`config.mk`:
```
export PLATFORM = sky130hd
export DESIGN_NAME = beep_scheduler
export DESIGN_NICKNAME = d
export VERILOG_FILES = /design/src/rtl/beep_scheduler.sv
export SDC_FILE = /design/constraint.sdc
export NUM_CORES = 1
export LEC_CHECK = 0
export ABC_CLOCK_PERIOD_IN_PS = 4700
export CAP_MARGIN = 20
export CORE_UTILIZATION = 42
export CTS_BUF_LIST = sky130_fd_sc_hd__clkbuf_4 sky130_fd_sc_hd__clkbuf_8
export DETAILED_ROUTE_END_ITERATION = 7
export PLACE_DENSITY = 0.64
export SETUP_SLACK_MARGIN = 0.4
export SLEW_MARGIN = 15
export SYNTH_ARGS = -nofsm -noshare
export SYNTH_HDL_FRONTEND = slang
export SYNTH_SLANG_ARGS = --single-unit
```
`constraint.sdc`:
```
create_clock -name clk -period 4.7 [get_ports clk]
set_clock_uncertainty 0.2 [all_clocks]
set_input_delay 1.175 -clock clk [delete_from_list [all_inputs] [get_ports clk]]
set_output_delay 1.175 -clock clk [all_outputs]
set_load 0.02 [all_outputs]
```
`src/rtl/beep_scheduler.sv`:
```
// beep_scheduler: arbitrates click/chime/alarm onto one buzzer as tick-timed on/off bursts
//   clk, rst (sync, active-high); tick timebase strobe; mute gates beep_out only
//   click_req / chime_req+chime_count / alarm_req / alarm_stop request pulses
//   beep_out buzzer enable, busy pattern running, active_src 0 none 1 click 2 chime 3 alarm
module beep_scheduler #(
  parameter int ON_TICKS     = 200,
  parameter int OFF_TICKS    = 200,
  parameter int CLICK_TICKS  = 20,
  parameter int ALARM_BURSTS = 60,
  parameter int CW           = 16
) (
  input  logic       clk,
  input  logic       rst,
  input  logic       tick,
  input  logic       mute,
  input  logic       click_req,
  input  logic       chime_req,
  input  logic [3:0] chime_count,
  input  logic       alarm_req,
  input  logic       alarm_stop,
  output logic       beep_out,
  output logic       busy,
  output logic [1:0] active_src
);
  typedef enum logic [1:0] {IDLE, ON, OFF} state_t;
  localparam logic [1:0] S_NONE = 2'd0, S_CLICK = 2'd1, S_CHIME = 2'd2, S_ALARM = 2'd3;
  state_t state, state_n;
  logic [1:0] src, src_n;
  logic [CW-1:0] cnt, cnt_n, on_last;
  logic [7:0] left, left_n;
  logic [3:0] chime_cnt, chime_cnt_n, chime_val;
  logic alarm_pend, alarm_pend_n, chime_pend, chime_pend_n;
  logic chime_in, alarm_go, chime_go;
  always_comb begin
    chime_in = chime_req && chime_count != 4'd0;
    chime_val = chime_count > 4'd12 ? 4'd12 : chime_count;
    alarm_go = (alarm_req || alarm_pend) && !alarm_stop;
    on_last = src == S_CLICK ? CW'(CLICK_TICKS - 1) : CW'(ON_TICKS - 1);
    state_n = state;
    src_n = src;
    cnt_n = cnt;
    left_n = left;
    // a running alarm ignores further alarm requests rather than queueing a restart
    alarm_pend_n = alarm_stop ? 1'b0 :
                   (alarm_req && !(state != IDLE && src == S_ALARM)) ? 1'b1 : alarm_pend;
    chime_pend_n = chime_in || chime_pend;
    chime_cnt_n = chime_in ? chime_val : chime_cnt;
    chime_go = chime_pend_n;
    if (state == IDLE) begin
      if (alarm_go) begin
        state_n = ON;
        src_n = S_ALARM;
        cnt_n = '0;
        left_n = 8'(ALARM_BURSTS);
        alarm_pend_n = 1'b0;
      end else if (chime_go) begin
        state_n = ON;
        src_n = S_CHIME;
        cnt_n = '0;
        left_n = {4'd0, chime_cnt_n};
        chime_pend_n = 1'b0;
      end else if (click_req) begin
        state_n = ON;
        src_n = S_CLICK;
        cnt_n = '0;
        left_n = 8'd1;
      end
    end else if (src == S_ALARM && alarm_stop) begin
      state_n = IDLE;
      src_n = S_NONE;
      cnt_n = '0;
      left_n = '0;
    end else if (src != S_ALARM && alarm_go) begin
      // preemption discards the interrupted pattern entirely
      state_n = ON;
      src_n = S_ALARM;
      cnt_n = '0;
      left_n = 8'(ALARM_BURSTS);
      alarm_pend_n = 1'b0;
    end else if (tick) begin
      if (cnt == (state == ON ? on_last : CW'(OFF_TICKS - 1))) begin
        cnt_n = '0;
        if (state == OFF) state_n = ON;
        else begin
          left_n = left - 8'd1;
          state_n = left == 8'd1 ? IDLE : OFF;
          src_n = left == 8'd1 ? S_NONE : src;
        end
      end else cnt_n = cnt + 1'b1;
    end
  end
  always_ff @(posedge clk) begin
    if (rst) begin
      state <= IDLE;
      src <= S_NONE;
      cnt <= '0;
      left <= '0;
      chime_cnt <= '0;
      alarm_pend <= 1'b0;
      chime_pend <= 1'b0;
      beep_out <= 1'b0;
      busy <= 1'b0;
      active_src <= S_NONE;
    end else begin
      state <= state_n;
      src <= src_n;
      cnt <= cnt_n;
      left <= left_n;
      chime_cnt <= chime_cnt_n;
      alarm_pend <= alarm_pend_n;
      chime_pend <= chime_pend_n;
      beep_out <= state_n == ON && !mute;
      busy <= state_n != IDLE;
      active_src <= src_n;
    end
  end
endmodule

```
# After elaboration in Yosys (flattened, before gate mapping)
# Cells that the tools add are included.
# word_totals
ramBits	0
inputBits	12
regBits	36
mem_bits_ro	0
output_inout_bits	4
elab_cells	93
n_memories	0
latchBits	0
# classes
magnitude_cmp	1
mux	49
addsub	2
n_div	0
n_reduce_logical	22
n_eq_ne	10
bitwise_logic	0
shifts	0
multipliers	0
# op_table
op	count
2-to-1 mux 16 bit	8
2-to-1 mux 8 bit	11
2-to-1 mux 2 bit	20
adder 16 x 1 -> 16 bit, second input constant	1
equality test 16 x 8 -> 1 bit	1
nonzero test 4 bit	4
equality test 8 x 1 -> 1 bit, second input constant	1
2-to-1 mux 1 bit	8
2-to-1 mux 4 bit	2
!= test 4 bit, second input constant	2
subtractor 8 x 1 -> 8 bit, second input constant	1
logical AND 1 bit	7
equality test 2 x 1 -> 1 bit, second input constant	3
AND reduction 5 bit	1
equality test 2 bit, second input constant	2
> comparator 4 bit, second input constant	1
AND reduction 4 bit	1
nonzero test 2 bit	2
zero test 1 bit	3
zero test 2 bit	1
logical OR 1 bit	2
!= test 2 bit, second input constant	1
AND reduction 2 bit	1

# Depth between registers and ports, before layout
# logic_depth
word_depth	11
depth_mapped	7
depth_no_buf	7

# Least setup slack after synthesis
# Ideal clock, no wire load.
# synth_path
path_kind	input -> register
from	input alarm_req
to	register cnt[13]
arrival_time_ps	2858
setup_ps	128
path_buffers	2
required_ps	4372
slack_ps	1515
stages	7
path_cell_list	o21ba_2 clkbuf_1 a2111oi_1 buf_2 nor4_1 xnor2_1 nor2_1
# synth_between
elab_chain_len	6
word_cells_on_any_way	10
cone_classes	1 x eq/ne; 4 x mux; 5 x reduce/logical
# synth_rtl
element	line	text
from (decl)	19	input logic alarm_req,
logical OR 1 bit (*)	37	alarm_go = (alarm_req || alarm_pend) && !alarm_stop;
logical AND 1 bit (*)	37	
logical AND 1 bit	73	end else if (src != S_ALARM && alarm_go) begin
2-to-1 mux 16 bit	73	
2-to-1 mux 16 bit	68	end else if (src == S_ALARM && alarm_stop) begin
2-to-1 mux 16 bit	49	if (state == IDLE) begin
to (signal assigned)	107	cnt <= cnt_n;
to (decl)	29	logic [CW-1:0] cnt, cnt_n, on_last;
# Mark *: on every way between the ends. The rest lies on a longest branch, timed or not.
# A chain may end at the register's enable or synchronous reset.

# Final worst setup path
# layout_path
from	input tick
to	register left[1]
# layout_between
elab_chain_len	2
# layout_rtl
element	line	text
from (decl)	14	input logic tick,
nonzero test 4 bit (no source line)	--	
AND reduction 4 bit (no source line)	--	
to (signal assigned)	108	left <= left_n;
to (decl)	30	logic [7:0] left, left_n;
# Every way passes these cells.

==> impl_metrics.ini <==
[status]
status = finished with violations
violations = design-rule violations

[power]
peakVddDrop_mv = 0.1651
cell_internal_pwr_w = 0.0004891
pwr-share-seq_pct = 48.3
leakage_nw = 0.7821
pwr-share-clk_pct = 31.1
comb_power_share_pct = 20.6
p_switching_w = 0.0002061
switching_share_pct = 29.65
p_per_area_mw_per_mm2 = 299.7

[setup_path]
crit_required_ps = 4660
worstPathArrival_ps = 3340
worstPathMaxFanout = 4
endpoint_kind = register
worstSetupPathType = in -> reg
worst_setup_path_start_kind = primary input

[yosys]
syn-num-nets = 257
synth_warnings = 0
syn_inst = 242
synth_area_mm2 = 0.002007
synth_seq_cells = 36
synth_enable_flop_cells = 0
syn_avg_cell_area_um2 = 8.293
ys_seq_area_share_pct = 35.91
synthArstFlopShare_pct = 0
synth_cell_types = 55
synth_flop_cell = dfxtp_1

[clock_tree]
clock_tree.root_cell = clkbuf_8
cts_buffers = 5
clkLatencyLatePin_ps = 290
cts_sinks = 36
post_cts_buffers = 0
cts_tree = done
htree_levels = 2
cts-resized-gates = 0
cts-hold-fix-buffers = 0
path_clk_slew_ps = 70
clockBufferDepth = 2

[floorplan]
coreArea_mm2 = 0.004474
num_io_pins = 16
rows = 24
die_area_mm2 = 0.005059
die_w_um = 71.13
start_util_pct = 44.85
die_h_um = 71.13

[finish]
layout_commonest_cell = dfxtp_1
post-route-util_pct = 51.85
layout_common_cells = 36 x dfxtp_1, 29 x nor2_1, 19 x nand2_1
drive_gt1_share_pct = 7.663
area_delta_synth_final_pct = 15.59
n_antenna_cell = 0
nFillCells = 436
nets = 276
fin_area_mm2 = 0.002320

[sta]
hold_viol_final = 0
finalSetupViolations = 0
rsz0062_at_grt = false
report.final.slew_viol_count = 0
min_period_ps = 3387
fmax_mhz = 295.2
fin_crit_sh_pct = 72.07
setup_tns_ps = 0
slew_headroom_pct = 57.68
worst_slew_pin_slew_ps = 629.0

[drt]
drc = 3
viasPerCell = 5.824
vias = 1823
wire_per_inst_um = 14.96
drtPass1Iterations = 6
postRouteAntennaNets = 0
wl_um = 4681
drtIter0Drc = 124

[placed_design]
io_buffers = 15
hpwlAfterDp_um = 3363
placed_cell_area_mm2 = 0.002238
gp_congestion = 0.8366

[grt]
grt-ovfl-total = 0
grt_pass1_vias = 1677
grt_usage_pct = 20.21
antenna_found_initial = 0
grt_first_pass_wirelength_um = 8135
grt_start_max_net_pins = 22

[flow_run]
drv_cap = 0

[min_path]
hold_path_class = reg -> reg
-- sequential cells by signal, summed over array words and instances, names as in the netlist --
register,cells
alarm_pend,1
beep_out,1
busy,1
chime_cnt,4
chime_pend,1
cnt,16
left,8
src,2
state,2
-- metal layers --
layer | share of wire [%] | GRT usage, % | vias up | wire length (µm)
met2 | 39 | 27.03 | 41 | 1824
met1 | 56 | 30.80 | 833 | 2598
li1 | - | - | 943 | -
met3 | 4.5 | 5.413 | 6 | 211
met4 | 0.98 | 6.889 | 0 | 46
met5 | 0 | 0 | - | 0
-- stage by stage --
step / worst slack, ps / power [W] / hold WS [ps] / std cells
6_report: 1313 / 0.0006953 / 292.8 / 313
5_1_grt: 1159 / 0.0007286 / 324.8 / 313
4_1_cts: 1301 / 0.0006967 / 292.3 / 313
3_5_place_dp: 1009 / 0.0004838 / 280.6 / 306
3_3_place_gp: 793.9 / 0.0004823 / 276.2 / 305
2_1_floorplan: 1515 / 0.0004342 / 244.6 / 242
-- logic make-up (layout without fill, tap and decap cells) --
logic type,Yosys count,count (layout),synth area share [%]
adders and majority gates,3,3,1.871
AOI/OAI and AO/OA,54,54,18.46
muxes,5,5,2.743
buffers and inverters,15,34,2.992
and+or+nand+nor,112,112,30.61
DFF,36,36,35.91
xor gates and xnor gates,17,17,7.419
-- synthesized netlist by cell type (2+ instances only) --
library cell | number | area share (%)
dfxtp_1 | 36 | 36
nor2_1 | 29 | 5.4
nand2_1 | 19 | 3.6
xnor2_1 | 17 | 7.4
nand3_1 | 11 | 2.7
nor4_1 | 11 | 3.4
a21oi_1 | 10 | 2.5
a211oi_1 | 6 | 2.2
inv_1 | 6 | 1.1
nand4_1 | 6 | 1.9
o21ai_0 | 6 | 1.5
clkbuf_1 | 5 | 0.94
nor4b_1 | 5 | 2.2
a22oi_1 | 4 | 1.5
and3_1 | 4 | 1.2
mux2i_1 | 4 | 2.0
nor2b_1 | 4 | 1.2
o211ai_1 | 4 | 1.5
buf_2 | 3 | 0.75
ha_1 | 3 | 1.9
nor3_1 | 3 | 0.75
nor3b_1 | 3 | 1.1
o22ai_1 | 3 | 0.94
o31ai_1 | 3 | 1.1
a31oi_1 | 2 | 0.62
and4_1 | 2 | 0.87
nand2b_1 | 2 | 0.62
o2111ai_1 | 2 | 0.87
o21ai_1 | 2 | 0.50
or3_1 | 2 | 0.62
-- power by group through the flow --
stage / logic, W / clock network [W] / registers (W)
CTS: 0.000142 / 0.000219 / 0.000336
finish: 0.000143 / 0.000216 / 0.000336
floorplan: 0.0000902 / 0 / 0.000344
global route: 0.000159 / 0.000232 / 0.000338
global placement: 0.000139 / 0 / 0.000343
detailed placement: 0.000141 / 0 / 0.000343
-- worst paths after layout --
path / from / endpoint / slack (ps) / depth (start not counted)
setup reg to reg: state[0]$_SDFF_PP0_ / left[3]$_SDFFE_PP0P_ / 1960 / 5
setup / recovery: tick / left[1]$_SDFFE_PP0P_ / 1310 / 6
hold / removal: left[5]$_SDFFE_PP0P_ / left[5]$_SDFFE_PP0P_ / 290 / 2
hold reg to reg: left[5]$_SDFFE_PP0P_ / left[5]$_SDFFE_PP0P_ / 290 / 2
-- cell type report --
class                   instances  area, µm²  area share (%)
clock buffers                   6      76.32           3.290
clock inverters                 1      5.005          0.2158
inverters                       6      22.52          0.9709
multi-input cells             191       1231           53.07
flip-flops and latches         36      720.7           31.07
well taps                      52      65.06           2.805
repair buffers                 21      198.9           8.576
-- critical path, stage by stage --
cell             delay (ps)
clkdlybuf4s50_1         510
or4bb_1                 550
nand3b_1                200
or3_2                   510
a211oi_1                320
a211oi_1                 80
Power figures use the tool's default switching activity.
